<file path="src/rtl/subtrator_serial_pkg.sv">
// Shared state encodings and FSM state type for the bit-serial subtractor.
// The guarded defines keep the raw encodings available to any file that needs them.
`ifndef SUBTRATOR_SERIAL_STATES
`define SUBTRATOR_SERIAL_STATES
`define SUB_IDLE 2'd0
`define SUB_RUN  2'd1
`define SUB_DONE 2'd2
`endif

package subtrator_serial_pkg;

    typedef enum logic [1:0] {
        ST_IDLE = `SUB_IDLE,
        ST_RUN  = `SUB_RUN,
        ST_DONE = `SUB_DONE
    } sub_state_t;

endpackage

</file>
<file path="src/rtl/subtrator_completo.sv">
// Single-bit full subtractor: diff = a - b - borrow_in, with borrow_out
// set when the bit has to borrow from the next higher position.
module subtrator_completo (
    input  logic a,
    input  logic b,
    input  logic borrow_in,
    output logic borrow_out,
    output logic diff
);

    assign diff       = a ^ b ^ borrow_in;
    assign borrow_out = (~a & b) | (~(a ^ b) & borrow_in);

endmodule

</file>
<file path="src/rtl/subtrator_serial.sv">
// Bit-serial N-bit subtractor: one full-subtractor cell, registered borrow,
// LSB-first shifting; result and flags are published only when the last bit is done.
module subtrator_serial
    import subtrator_serial_pkg::*;
#(
    parameter int N = 8
) (
    input  logic         clock,
    input  logic         reset_n,
    input  logic         start,
    input  logic [N-1:0] a,
    input  logic [N-1:0] b,
    output logic         busy,
    output logic         done,
    output logic [N-1:0] result,
    output logic         borrow_out,
    output logic         overflow,
    output logic         zero,
    output sub_state_t   state
);

    localparam int CW = $clog2(N);
    localparam logic [CW-1:0] LAST = CW'(N - 1);

    sub_state_t    next_state;
    logic          load;
    logic          step;
    logic [N-1:0]  a_sr;
    logic [N-1:0]  b_sr;
    logic [N-2:0]  acc;
    logic [N-1:0]  shifted;
    logic [CW-1:0] count;
    logic          borrow_q;
    logic          borrow_next;
    logic          diff;
    logic          a_msb;
    logic          b_msb;

    subtrator_completo u_cell (
        .a          (a_sr[0]),
        .b          (b_sr[0]),
        .borrow_in  (borrow_q),
        .borrow_out (borrow_next),
        .diff       (diff)
    );

    // acc holds the N-1 earlier difference bits; with the current bit on top it is the full word.
    assign shifted = {diff, acc};

    always_ff @(posedge clock or negedge reset_n) begin
        if (!reset_n) begin
            state <= ST_IDLE;
        end else begin
            state <= next_state;
        end
    end

    // Handshake: start is a request that is only accepted in IDLE or DONE (a and b are
    // captured on that edge); done is a one-cycle pulse and the outputs hold until the next done.
    always_comb begin
        next_state = state;
        load       = 1'b0;
        step       = 1'b0;
        busy       = 1'b0;
        done       = 1'b0;
        case (state)
            ST_IDLE: begin
                if (start) begin
                    load       = 1'b1;
                    next_state = ST_RUN;
                end
            end
            ST_RUN: begin
                busy = 1'b1;
                step = 1'b1;
                if (count == LAST) begin
                    next_state = ST_DONE;
                end
            end
            ST_DONE: begin
                done = 1'b1;
                if (start) begin
                    load       = 1'b1;
                    next_state = ST_RUN;
                end else begin
                    next_state = ST_IDLE;
                end
            end
            default: next_state = ST_IDLE;
        endcase
    end

    always_ff @(posedge clock or negedge reset_n) begin
        if (!reset_n) begin
            a_sr       <= '0;
            b_sr       <= '0;
            acc        <= '0;
            count      <= '0;
            borrow_q   <= 1'b0;
            a_msb      <= 1'b0;
            b_msb      <= 1'b0;
            result     <= '0;
            borrow_out <= 1'b0;
            overflow   <= 1'b0;
            zero       <= 1'b0;
        end else if (load) begin
            a_sr     <= a;
            b_sr     <= b;
            borrow_q <= 1'b0;
            count    <= '0;
            a_msb    <= a[N-1];
            b_msb    <= b[N-1];
        end else if (step) begin
            a_sr     <= a_sr >> 1;
            b_sr     <= b_sr >> 1;
            acc      <= shifted[N-1:1];
            borrow_q <= borrow_next;
            count    <= count + CW'(1);
            if (count == LAST) begin
                result     <= shifted;
                borrow_out <= borrow_next;
                overflow   <= (a_msb ^ b_msb) & (diff ^ a_msb);
                zero       <= ~|shifted;
            end
        end
    end

endmodule

</file>
<file path="config.mk">
export PLATFORM = sky130hd
export DESIGN_NAME = subtrator_serial
export DESIGN_NICKNAME = d
export VERILOG_FILES = /design/src/rtl/subtrator_serial_pkg.sv /design/src/rtl/subtrator_completo.sv /design/src/rtl/subtrator_serial.sv
export SDC_FILE = /design/constraint.sdc
export NUM_CORES = 1
export LEC_CHECK = 0
export BUFFER_PORTS_ARGS = -buffer_cell sky130_fd_sc_hd__buf_2
export CORE_MARGIN = 2
export CORE_UTILIZATION = 40
export DETAILED_ROUTE_END_ITERATION = 8
export PLACE_DENSITY = 0.65
export SLEW_MARGIN = 20
export SYNTH_ARGS = -nofsm -noshare
export SYNTH_HDL_FRONTEND = slang
export SYNTH_HIERARCHICAL = 1
export SYNTH_SLANG_ARGS = --single-unit
</file>
<file path="constraint.sdc">
create_clock -name clock -period 1.4 [get_ports clock]
set_input_delay 0.42 -clock clock [delete_from_list [all_inputs] [get_ports clock]]
set_output_delay 0.42 -clock clock [all_outputs]
set_load 0.01 [all_outputs]
</file>
==> reports/qor.csv <==
stage,metric,value,unit
clock_tree,numCtsBuffers,5,
setup_path,cp-end-kind,output pin,
synth,ys.flop_type,dfrtp_1,
synth,yosysUniqueCellTypes,21,
power_and_ir_drop,internal-power,3.92,mW
timing,period_needed,1500,ps
power_and_ir_drop,ir_worst_vdd,0.000840,V
floorplanning,ios,34,
setup_path,critical_path.cell_chain,buf_6 > nor2b_1 > buf_2,
global_routing,first_global_vias,1191,
synth,yosys.area.top_type,dfrtp_1,
power_and_ir_drop,cellPowerDensity,2350,nW/um2
clock_tree,htree_levels,2,
layout,drive_gt1_share,47.6,%
detailed_routing,vias,1195,
global_routing,grt_pass1_wl,5600,um
clock_tree,cts_buffer_depth,2,
timing,hold_viol_final,0,
clock_tree,clockRootBuffer,clkbuf_8,
global_routing,grt_max_degree,43,
synth,netlist_area,1780,um2
synth,synth.area.top_cells,"dfrtp_1 59%, mux2_2 12%, mux2i_1 6.2%, a22o_1 3.9%, o21ai_0 3.7%",
job,cap_violations,0,
global_routing,antenna_found_initial,0,
timing,fin_tns_setup,-473,ps
synth,yosys-top-cells-count,"42 x dfrtp_1, 19 x mux2_2, 14 x nand2_1",
floorplanning,fp.dieW,70.7,um
detailed_routing,drt-initial-drc-count,38,
floorplanning,start_util,41.1,%
timing,max_slew.worst_pin.slew,362,ps
detailed_routing,vias_per_cell,4.92,
setup_path,cp.arrival,1080,ps
synth,synthCells,136,
global_routing,grt_use_met2,22.9,%
detailed_routing,ant_nets,0,
floorplanning,row_count,24,
synth,synth_seq_area_share,59.1,%
setup_path,crit_required,980,ps
detailed_routing,drtPass1Iterations,3,
synth,ys_warn_count,6,
power_and_ir_drop,p_clk_share,16.7,%
synth,synth_top_area_share,59.1,%
timing,drv_slew,0,
power_and_ir_drop,netSwitchingFraction,31.1,%
setup_path,worst-path-max-fanout,3,
detailed_routing,drc,0,
setup_path,critPathKind,register to output pin,
setup_path,path_delay_family,flip-flops,
synth,synth-edff-count,0,
layout,multi_input_area,738,um2
clock_tree,clock-sinks,42,
global_routing,grt-ovfl-total,0,
power_and_ir_drop,power_frac_seq,37.7,%
setup_path,crit_cells,3,
detailed_routing,wl_per_cell,13.6,um
layout,fill_cells,381,
place,place_congestion,0.758,
global_routing,met1_usage,18.6,%
layout,final_cells,243,
synth,yosysMostFrequentCell,dfrtp_1,
worst_hold_path,hold_class,input port to asynchronous set/reset pin,
power_and_ir_drop,leakagePower,1.24,nW
clock_tree,postCtsHoldBufs,0,
timing,relSlewSlack,75.8,%
place,port_buffers,33,
timing,rsz0062_at_grt,yes,
timing,fin_worst_skew,7.82,ps
power_and_ir_drop,power_frac_comb,45.5,%
layout,nNetsFinal,213,
place,place_hpwl,2210,um
outcome,violations,setup timing,
global_routing,use_met3,5.27,%
timing,max_freq,668,MHz
setup_path,slowest_stage,dfrtp_1,
synth,synth_async_sr_flop_share,100,%
global_routing,grt_busiest_layer,met2,
outcome,outcome,finished with violations,
place,dp_slack,-64.8,ps
setup_path,ff2ff_path_depth,5,
floorplanning,core_area,4320,um2
layout,area_growth_syn_to_layout,36.0,%
setup_path,slowest_delay,420,ps
power_and_ir_drop,power.switching,1.77,mW
setup_path,start_kind,register,
floorplanning,dieHeight,70.7,um
timing,fin_crit_sh,107,%
clock_tree,clk_latency,290,ps
global_routing,grt_util_all_layers,14.2,%
clock_tree,clkTransAtPathRegs,70,ps
clock_tree,cts_tree,yes,
timing,setup_viol,12,
place,dp_cells,225,
synth,synth_nets,158,
synth,syn_area_per_cell,13.1,um2
layout,final_core_util,55.9,%
synth,ys_ff_latch,42,
timing,fin_hold_ws,88.7,ps
detailed_routing,finalWirelength,3300,um
layout,antennaDiodeCount,0,
timing,fin_ws,-97.1,ps
layout,seqCellArea,1050,um2
floorplanning,dieArea,4990,um2
setup_path,critical_path_buf_inv_count,2,
[path summary, 6_finish.rpt]
kind                                           start               endpoint  slack (ps)
worst max register to register  count[1]$_DFFE_PN0P_  result[7]$_DFFE_PN0P_         -40
worst max-delay path            state[1]$_DFFE_PN0P_                   done        -100
max in group asynchronous                    reset_n  result[7]$_DFFE_PN0P_        1100
worst min-delay path                         reset_n  result[1]$_DFFE_PN0P_          90
worst min register to register   a_sr[1]$_DFFE_PN0P_    a_sr[1]$_DFFE_PN0P_         480
min in group clock                              a[5]    a_sr[5]$_DFFE_PN0P_         330
[cell type report]
class / count / area share (%)
multi-input combinational: 82 / 30.5
timing repair buffer: 55 / 17.9
clock buffer: 6 / 3.41
clock inverter: 1 / 1.24
sequential: 42 / 43.5
inverter: 5 / 0.776
tap: 52 / 2.69
[what timing repair did]
item | 4_1_cts | 5_1_grt
gates resized for setup | 19 | 8
pin swaps | 2 | 2
gates cloned | 0 | 1
setup endpoints to repair | 33 | 34
buffers inserted | 5 | 5
[layer usage]
metal / wire length, um / share of wire, %
met1: 1450 / 44
met2: 1630 / 49
met3: 186 / 5.6
met4: 25 / 0.76
met5: 0 / 0
[sequential cells by signal, indices dropped and copies added (netlist names)]
signal      cells
a_msb           1
acc             7
b_msb           1
zero            1
borrow_q        1
count           3
b_sr            8
overflow        1
borrow_out      1
result          8
state           2
a_sr            8
[power by group through the flow]
stage               clock, mW  combinational (mW)  sequential (mW)
floorplan                   0                1.49             2.14
global placement            0                2.04             2.12
CTS                     0.979                2.37             2.14
detailed placement          0                2.12             2.14
global route             1.04                2.84             2.22
finish                  0.952                2.59             2.15
[through the flow]
stage | cell area (um2) | power [mW]
2_1_floorplan | 1820 | 3.63
3_3_place_gp | 2110 | 4.16
3_5_place_dp | 2110 | 4.26
4_1_cts | 2320 | 5.50
5_1_grt | 2420 | 6.10
6_report | 2420 | 5.69
[cells by family after synthesis]
logic type	count (synthesis)	share of synthesized area [%]
compound gates	26	9.57
fa+ha+maj	3	2.53
buf+inv	12	4.15
flops	42	59.1
mux	30	18.2
simple gates	23	6.40
[placed cells by master, fill, tap and decap left out, types with 4 or more instances in the layout]
cell and instances:
o21ai_0 10, a21o_1 4, mux2i_1 11, buf_2 31, clkbuf_8 6, mux2_4 11, nand2_1 14, a22o_1 8
buf_4 11, dfrtp_1 42, buf_12 4, mux2_2 8, buf_6 8
Power figures use the tool's default switching activity.
